===== config.mk =====
export PLATFORM = sky130hd
export DESIGN_NAME = axi4_rd_arbiter
export DESIGN_NICKNAME = d
export VERILOG_FILES = /design/src/rtl/axi4_rd_arb_pkg.sv /design/src/rtl/rr_arbiter_2.sv /design/src/rtl/axi4_rd_arbiter.sv
export SDC_FILE = /design/constraint.sdc
export NUM_CORES = 1
export LEC_CHECK = 0
export CORE_AREA = 2 2 159 161
export DETAILED_ROUTE_END_ITERATION = 6
export DIE_AREA = 0 0 161 163
export GPL_ROUTABILITY_DRIVEN = 1
export GPL_TIMING_DRIVEN = 0
export MAX_ROUTING_LAYER = met4
export PLACE_DENSITY = 0.59
export SETUP_SLACK_MARGIN = 0.4
export SYNTH_ARGS = -nofsm -noshare
export SYNTH_HDL_FRONTEND = slang
export SYNTH_SLANG_ARGS = --single-unit
export TNS_END_PERCENT = 50

===== constraint.sdc =====
create_clock -name CLK -period 1.7 [get_ports CLK]
set_input_delay 0.425 -clock CLK [delete_from_list [all_inputs] [get_ports CLK]]
set_output_delay 0.425 -clock CLK [all_outputs]
set_load 0.01 [all_outputs]

===== src/rtl/axi4_rd_arb_pkg.sv =====
// Shared types and AXI constants for the two-requester AXI4 read arbiter.
package axi4_rd_arb_pkg;

  typedef enum logic [1:0] {
    StIdle = 2'd0,
    StAddr = 2'd1,
    StData = 2'd2
  } arb_state_e;

  localparam logic [1:0] BURST_INCR  = 2'b01;
  localparam logic [1:0] RESP_OKAY   = 2'b00;
  localparam logic [1:0] RESP_SLVERR = 2'b10;

  // AxSIZE encoding for a full-width beat of the given data bus width.
  function automatic logic [2:0] axi_size(input int unsigned data_width);
    return 3'($clog2(data_width / 8));
  endfunction

endpackage


===== src/rtl/rr_arbiter_2.sv =====
// Two-way combinational arbiter: round-robin on ties, or fixed priority to requester 0.
module rr_arbiter_2 (
  input  logic [1:0] req,
  input  logic       last_grant,
  input  logic       fixed_prio,
  output logic [1:0] grant
);

  always_comb begin
    grant = 2'b00;
    case (req)
      2'b01:   grant = 2'b01;
      2'b10:   grant = 2'b10;
      // On a tie the requester that was not served last wins.
      2'b11:   grant = (fixed_prio || last_grant) ? 2'b01 : 2'b10;
      default: grant = 2'b00;
    endcase
  end

endmodule


===== src/rtl/axi4_rd_arbiter.sv =====
// Shares one AXI4 master read channel between two requesters, one burst at a time,
// with burst-length and ID consistency checking.
module axi4_rd_arbiter
  import axi4_rd_arb_pkg::*;
#(
  parameter int unsigned C_ADDR_WIDTH = 32,
  parameter int unsigned C_DATA_WIDTH = 128,
  parameter int unsigned C_FIXED_PRIO = 0
) (
  input  logic                      CLK,
  input  logic                      RST,
  input  logic [1:0]                REQ_ARVALID,
  output logic [1:0]                REQ_ARREADY,
  input  logic [2*C_ADDR_WIDTH-1:0] REQ_ARADDR,
  input  logic [15:0]               REQ_ARLEN,
  output logic [1:0]                REQ_RVALID,
  input  logic [1:0]                REQ_RREADY,
  output logic [C_DATA_WIDTH-1:0]   REQ_RDATA,
  output logic [1:0]                REQ_RRESP,
  output logic                      REQ_RLAST,
  output logic                      M_ARID,
  output logic [C_ADDR_WIDTH-1:0]   M_ARADDR,
  output logic [7:0]                M_ARLEN,
  output logic [2:0]                M_ARSIZE,
  output logic [1:0]                M_ARBURST,
  output logic                      M_ARVALID,
  input  logic                      M_ARREADY,
  input  logic                      M_RID,
  input  logic [C_DATA_WIDTH-1:0]   M_RDATA,
  input  logic [1:0]                M_RRESP,
  input  logic                      M_RLAST,
  input  logic                      M_RVALID,
  output logic                      M_RREADY,
  output logic                      BUSY,
  output logic                      ERR,
  input  logic                      ERR_CLR
);

  localparam logic FixedPrio = (C_FIXED_PRIO != 0);

  arb_state_e              state_q, state_d;
  logic [C_ADDR_WIDTH-1:0] araddr_q, araddr_d;
  logic [7:0]              arlen_q, arlen_d;
  logic                    arid_q, arid_d;
  logic [8:0]              beat_cnt_q, beat_cnt_d;
  logic                    last_grant_q, last_grant_d;
  logic                    err_q, err_d;
  logic                    err_set;
  logic [1:0]              grant;
  logic                    at_len;

  rr_arbiter_2 u_arb (
    .req        (REQ_ARVALID),
    .last_grant (last_grant_q),
    .fixed_prio (FixedPrio),
    .grant      (grant)
  );

  assign at_len = (beat_cnt_q == {1'b0, arlen_q});

  always_comb begin
    state_d      = state_q;
    araddr_d     = araddr_q;
    arlen_d      = arlen_q;
    arid_d       = arid_q;
    beat_cnt_d   = beat_cnt_q;
    last_grant_d = last_grant_q;
    err_set      = 1'b0;
    REQ_ARREADY  = 2'b00;
    REQ_RVALID   = 2'b00;
    M_ARVALID    = 1'b0;
    M_RREADY     = 1'b0;

    case (state_q)
      StIdle: begin
        if (|REQ_ARVALID) begin
          REQ_ARREADY = grant;
          araddr_d    = grant[1] ? REQ_ARADDR[C_ADDR_WIDTH +: C_ADDR_WIDTH]
                                 : REQ_ARADDR[0 +: C_ADDR_WIDTH];
          arlen_d     = grant[1] ? REQ_ARLEN[15:8] : REQ_ARLEN[7:0];
          arid_d      = grant[1];
          state_d     = StAddr;
        end
      end
      StAddr: begin
        M_ARVALID = 1'b1;
        if (M_ARREADY) begin
          beat_cnt_d = '0;
          state_d    = StData;
        end
      end
      StData: begin
        M_RREADY           = REQ_RREADY[arid_q];
        REQ_RVALID[arid_q] = M_RVALID;
        if (M_RVALID && REQ_RREADY[arid_q]) begin
          beat_cnt_d = beat_cnt_q + 9'd1;
          if (M_RID != arid_q) err_set = 1'b1;
          if (M_RLAST) begin
            if (!at_len) err_set = 1'b1;
            last_grant_d = arid_q;
            state_d      = StIdle;
          end else if (at_len) begin
            // Slave overran the requested length; keep draining until it signals RLAST.
            err_set = 1'b1;
          end
        end
      end
      default: state_d = StIdle;
    endcase

    // A fresh error outranks a simultaneous clear.
    err_d = err_set | (err_q & ~ERR_CLR);
  end

  always_ff @(posedge CLK) begin
    if (RST) begin
      state_q      <= StIdle;
      araddr_q     <= '0;
      arlen_q      <= '0;
      arid_q       <= 1'b0;
      beat_cnt_q   <= '0;
      last_grant_q <= 1'b1;
      err_q        <= 1'b0;
    end else begin
      state_q      <= state_d;
      araddr_q     <= araddr_d;
      arlen_q      <= arlen_d;
      arid_q       <= arid_d;
      beat_cnt_q   <= beat_cnt_d;
      last_grant_q <= last_grant_d;
      err_q        <= err_d;
    end
  end

  assign M_ARID    = arid_q;
  assign M_ARADDR  = araddr_q;
  assign M_ARLEN   = arlen_q;
  assign M_ARSIZE  = axi_size(C_DATA_WIDTH);
  assign M_ARBURST = BURST_INCR;
  assign REQ_RDATA = M_RDATA;
  assign REQ_RRESP = M_RRESP;
  assign REQ_RLAST = M_RLAST;
  assign BUSY      = (state_q != StIdle);
  assign ERR       = err_q;

endmodule


### Word level (Yosys, flattened, before mapping)

Index checks and enable logic that the tools add are counted.

| storage, ports and cells | value |
|---|---|
| register bits after elaboration | 54 |

| operators by class | value |
|---|---|
| add/sub/neg operators | 1 |
| order comparisons | 2 |
| equality and inequality tests | 11 |
| muxes and demuxes | 27 |
| bitwise gates (word level) | 4 |
| reductions and logical operators | 10 |

Operator list:

| operator | number |
|---|---|
| 32-bit 2-to-1 mux | 1 |
| 9-bit 2-to-1 mux | 2 |
| 9-bit one-hot mux with 2 select lines | 1 |
| 2-bit 2-to-1 mux | 8 |
| 2-bit one-hot mux with 3 select lines | 2 |
| 1-bit 2-to-1 mux | 11 |
| 9-bit by 1-bit adder with 9-bit output (second input constant) | 1 |
| 9-bit by 8-bit equality test with 1-bit output | 1 |
| 8-bit 2-to-1 mux | 1 |
| 2-bit != test (second input constant) | 4 |
| 2-bit equality test (second input constant) | 3 |
| 3-bit AND reduction | 2 |
| 2-bit by 1-bit equality test with 1-bit output (second input constant) | 2 |
| 4-bit AND reduction | 1 |
| 2-bit nonzero test | 2 |
| 2-bit bitwise AND | 1 |
| 1-bit logical AND | 2 |
| 2-bit logical NOT | 1 |
| 1-bit by 2-bit < comparator with 1-bit output (second input constant) | 1 |
| 2-bit AND reduction | 1 |
| 2-bit OR reduction | 1 |
| 1-bit bitwise AND | 1 |
| 1-bit demux with 1-bit select | 1 |
| 1-bit >= comparator (second input constant) | 1 |
| 3 further kinds | 3 |

### Longest topological paths before layout

| depth | value |
|---|---|
| depth in word-level cells | 7 |
| mapped depth | 5 |
| gate-level depth less buffers | 4 |

### Modules after synthesis

A second synthesis with hierarchy kept.

| unflattened totals | value |
|---|---|
| cell total of the unflattened synthesis | 426 |
| area total of the unflattened synthesis | 3,689.8 µm² |

Modules (own cells, without submodules):

| module | times used | cells an instance | area each (µm²) | seq. area each (µm²) |
|---|---|---|---|---|
| axi4_rd_arbiter | 1 | 422 | 3,667.3 | 1,081.0 |
| rr_arbiter_2 | 1 | 4 | 22.5 | 0.0 |

### Worst setup path before layout

OpenSTA, ideal clock, no wires.

| timing path | value |
|---|---|
| kind | flip-flop to flip-flop |
| from | register arid_q (netlist: M_ARID) |
| to | register beat_cnt_q[5] |
| data arrival time | 1,509 ps |
| slack | 121 ps |
| cell stages (with the launch flop) | 5 |
| path buffers | 0 |
| cells stage by stage | dfxtp_1 -> mux2i_1 -> o21a_1 -> or4_1 -> a21oi_1 |

| on the way | value |
|---|---|
| longest elaborated chain between the ends | 5 |

RTL lines:

| element | line | text |
|---|---|---|
| start: declaration | axi4_rd_arbiter.sv:44 | `logic arid_q, arid_d;` |
| start signal: assignment | axi4_rd_arbiter.sv:128 | `arid_q <= arid_d;` |
| 1-bit 2-to-1 mux (implied by the code) (2 in series) | axi4_rd_arbiter.sv:95 | `if (M_RVALID && REQ_RREADY[arid_q]) begin` |
| 1-bit logical AND | axi4_rd_arbiter.sv:95 |  |
| 2-bit != test (no source line) | n/a |  |
| 3-bit AND reduction (no source line) | n/a |  |
| end signal: assignment | axi4_rd_arbiter.sv:129 | `beat_cnt_q <= beat_cnt_d;` |
| end: declaration | axi4_rd_arbiter.sv:45 | `logic [8:0] beat_cnt_q, beat_cnt_d;` |

Every way passes these cells. The select of a mux whose other input is x is not followed.
A chain may end at the register's enable or synchronous reset.

### Worst setup path in the final report

| timing path | value |
|---|---|
| from | register state_q[0] |
| to | output port REQ_ARREADY[1] |

| on the way | value |
|---|---|
| longest elaborated chain between the ends | 2 |

RTL lines:

| element | line | text |
|---|---|---|
| start: declaration | axi4_rd_arbiter.sv:41 | `arb_state_e state_q, state_d;` |
| start signal: assignment | axi4_rd_arbiter.sv:117 | `state_q <= StIdle;` |
| start signal: assignment | axi4_rd_arbiter.sv:125 | `state_q <= state_d;` |
| 2-bit logical NOT | axi4_rd_arbiter.sv:74 | `case (state_q)` |
| 2-bit 2-to-1 mux | axi4_rd_arbiter.sv:74 |  |
| end: declaration | axi4_rd_arbiter.sv:13 | `output logic [1:0] REQ_ARREADY,` |

Every way passes these cells.

==> impl_metrics.json <==
{
  "dp_hpwl_mm": 12.5,
  "top_usage_layer": "met2",
  "area_delta_synth_final_pct": 115,
  "status": "finished, violations left",
  "num_vias": 4132,
  "netlist_instances": 460,
  "gp_congestion": 0.727,
  "num_io_pins": 406,
  "yosysSeqAreaShare_pct": 31.7,
  "synth_top_area_share_pct": 31.7,
  "grt_pass1_wl_mm": 22.8,
  "worst_slack_ns": -0.0995,
  "cts_tree": "done",
  "vdd_ir_drop_max_uv": 319,
  "synth_edf_count": 0,
  "clk_latency_ns": 0.30,
  "final-hold-violation-count": 0,
  "met3_usage_pct": 3.13,
  "synth_common_cells": "buf_4 (136), nor2_1 (114), dfxtp_1 (54), nor4_1 (29), o21ai_0 (21)",
  "wire_per_inst_um": 15.0,
  "path_class": "flip-flop to output pin",
  "track_usage_pct": 12.0,
  "cts-htree-levels": 2,
  "overflow": 0,
  "io_buffers": 269,
  "drtIter0Drc": 95,
  "drc_errors": 0,
  "antenna_found_initial": 1,
  "root_buffer": "clkbuf_16",
  "period_needed_ns": 1.80,
  "relSlewSlack_pct": 55.1,
  "synth_cell_types": 30,
  "layout-drive-gt1-share_pct": 61.8,
  "violations": "negative setup slack",
  "fp.dieW_um": 161,
  "synth_most_common_cell": "buf_4",
  "r2r_slack_ns": 0.03,
  "tns_ns": -0.213,
  "dr.pass1.iters": 4,
  "cts.path.max_buffers": 2,
  "maxSlewViolCount": 0,
  "nets": 991,
  "synthTopCellsByArea": "dfxtp_1 (32%), buf_4 (30%), nor2_1 (13%), nor4_1 (5.3%), o21ai_0 (3.1%)",
  "p_leak_nw": 3.33,
  "maxCapViolCount": 0,
  "crit_arrival_ns": 1.37,
  "power_density_mw_per_mm2": 622,
  "min_path_type": "input port to flip-flop",
  "final_antenna_net_count": 0,
  "rsz0062_at_grt": "true",
  "finalSetupViolCount": 3,
  "grt_max_degree": 18,
  "syn_area_per_cell_um2": 7.41,
  "tightest_slew_ns": 0.674,
  "yosys.area.top_type": "dfxtp_1",
  "synth_area_mm2": 0.00341,
  "grt.met1_usage_pct": 13.1,
  "fp.coreArea_mm2": 0.0247,
  "cts_sinks": 54,
  "wirelength_mm": 16.6,
  "grtUsageMet2_pct": 21.4,
  "async_reset_ff_share_pct": 0,
  "worst_clock_skew_ns": 0.00519,
  "ys_ff_latch": 54,
  "avgViaCountPerCell": 3.75,
  "grt_pass1_vias": 3946,
  "die_h_um": 163,
  "crit_required_ns": 1.27,
  "die_area_mm2": 0.0262,
  "num_rows": 58,
  "start_util_pct": 13.8,
  "period_share_pct": 106,
  "max_freq_ghz": 0.556,
  "finish.utilization_pct": 29.7,
  "cts_hold_buf": 0,
  "path_max_fanout": 6,
  "ys_warn_count": 0,
  "start_kind": "flip-flop",
  "synthFlopType": "dfxtp_1",
  "cp-end-kind": "output pin",
  "cts-buffers-inserted": 5,
  "path_clk_slew_ns": 0.08
}
[registers in the layout, indices dropped and copies added (netlist names)]
register	flops
ERR	1
M_ARADDR	32
M_ARID	1
M_ARLEN	8
beat_cnt_q	9
last_grant_q	1
state_q	2
[repair_timing]
action | 4_1_cts | 5_1_grt
setup endpoints to repair | 233 | 68
cloned | 4 | 1
resized for setup | 525 | 69
pin swaps | 27 | 28
setup buffers | 21 | 4
[logic make-up (layout without fill, tap and decap cells)]
family / count (synthesis) / in the layout / synth area share [%]
adder cells (fa/ha/maj): 1 / 1 / 0.367
multiplexers: 2 / 2 / 0.587
AO/OA/AOI/OAI: 38 / 39 / 5.95
buffers and inverters: 160 / 466 / 32.6
AND/OR/NAND/NOR: 194 / 194 / 26.2
flip-flops: 54 / 54 / 31.7
other: 2 / 6 / 0.220
XOR/XNOR: 9 / 9 / 2.31
[critical path, stage by stage (launching register included)]
cell,delay [ns]
dfxtp_4,0.37
nor2_4,0.14
buf_4,0.14
nand3_4,0.11
clkbuf_16,0.18
inv_4,0.04
buf_6,0.09
[cell type report]
cell class | count | area [µm²]
antenna | 1 | 2.50
buffer | 154 | 1260
clock buffer | 5 | 125
clock inverter | 3 | 21.3
fill | 2695 | 17400
inverter | 6 | 30.0
multi-input combinational | 250 | 1820
sequential | 54 | 1130
tap | 330 | 413
timing repair buffer | 298 | 2510
[final timing paths]
check / from / to / depth (start not counted)
max reg2reg: state_q[0] / M_ARADDR[3] / 10
min reg2reg: M_ARADDR[7] / M_ARADDR[7] / 2
min: RST / M_ARADDR[19] / 2
max: state_q[0] / REQ_ARREADY[1] / 6
[power by group]
group | internal (mW) | switching (mW)
clock network | 0.549 | 0.543
logic | 1.10 | 0.866
registers | 1.40 | 0.0931
total | 3.05 | 1.50
[cell usage in the layout, fill, tap and decap left out, types with 5 or more instances in the layout]
cell,Yosys,final
o21ai_2,0,5
nor3_1,14,7
clkdlybuf4s50_1,0,82
nor4_1,29,17
a21oi_1,12,6
o21ai_0,21,15
nor4_2,0,11
dfxtp_4,0,9
buf_6,0,22
nand2_1,9,7
dlygate4sd2_1,0,20
or3_1,6,5
nor2_2,0,9
a21oi_2,0,6
buf_2,1,45
nor2_1,114,70
dfxtp_1,54,29
clkbuf_16,0,12
xor2_1,8,7
nor2_4,0,35
buf_4,136,261
dfxtp_2,0,16
nor3_2,0,7
conb_1,2,5
[per-stage QoR]
step | hold WS (ns) | power (mW) | worst slack (ns) | instances | instance area (µm²)
6_report | 0.467 | 4.55 | -0.0995 | 1101 | 7320
5_1_grt | 0.480 | 4.82 | -0.145 | 1101 | 7320
2_1_floorplan | 0.455 | 2.22 | 0.268 | 463 | 3430
3_5_place_dp | 0.487 | 3.21 | -1.17 | 1062 | 6540
3_3_place_gp | 0.468 | 3.20 | -1.21 | 1062 | 6540
4_1_cts | 0.481 | 4.54 | -0.0694 | 1095 | 7070
[layer usage]
metal / wire [µm] / share of wire [%]
met1: 6250 / 38
met2: 8710 / 53
met3: 1390 / 8.4
met4: 210 / 1.3
met5: 0 / 0
Power figures use the tool's default switching activity.
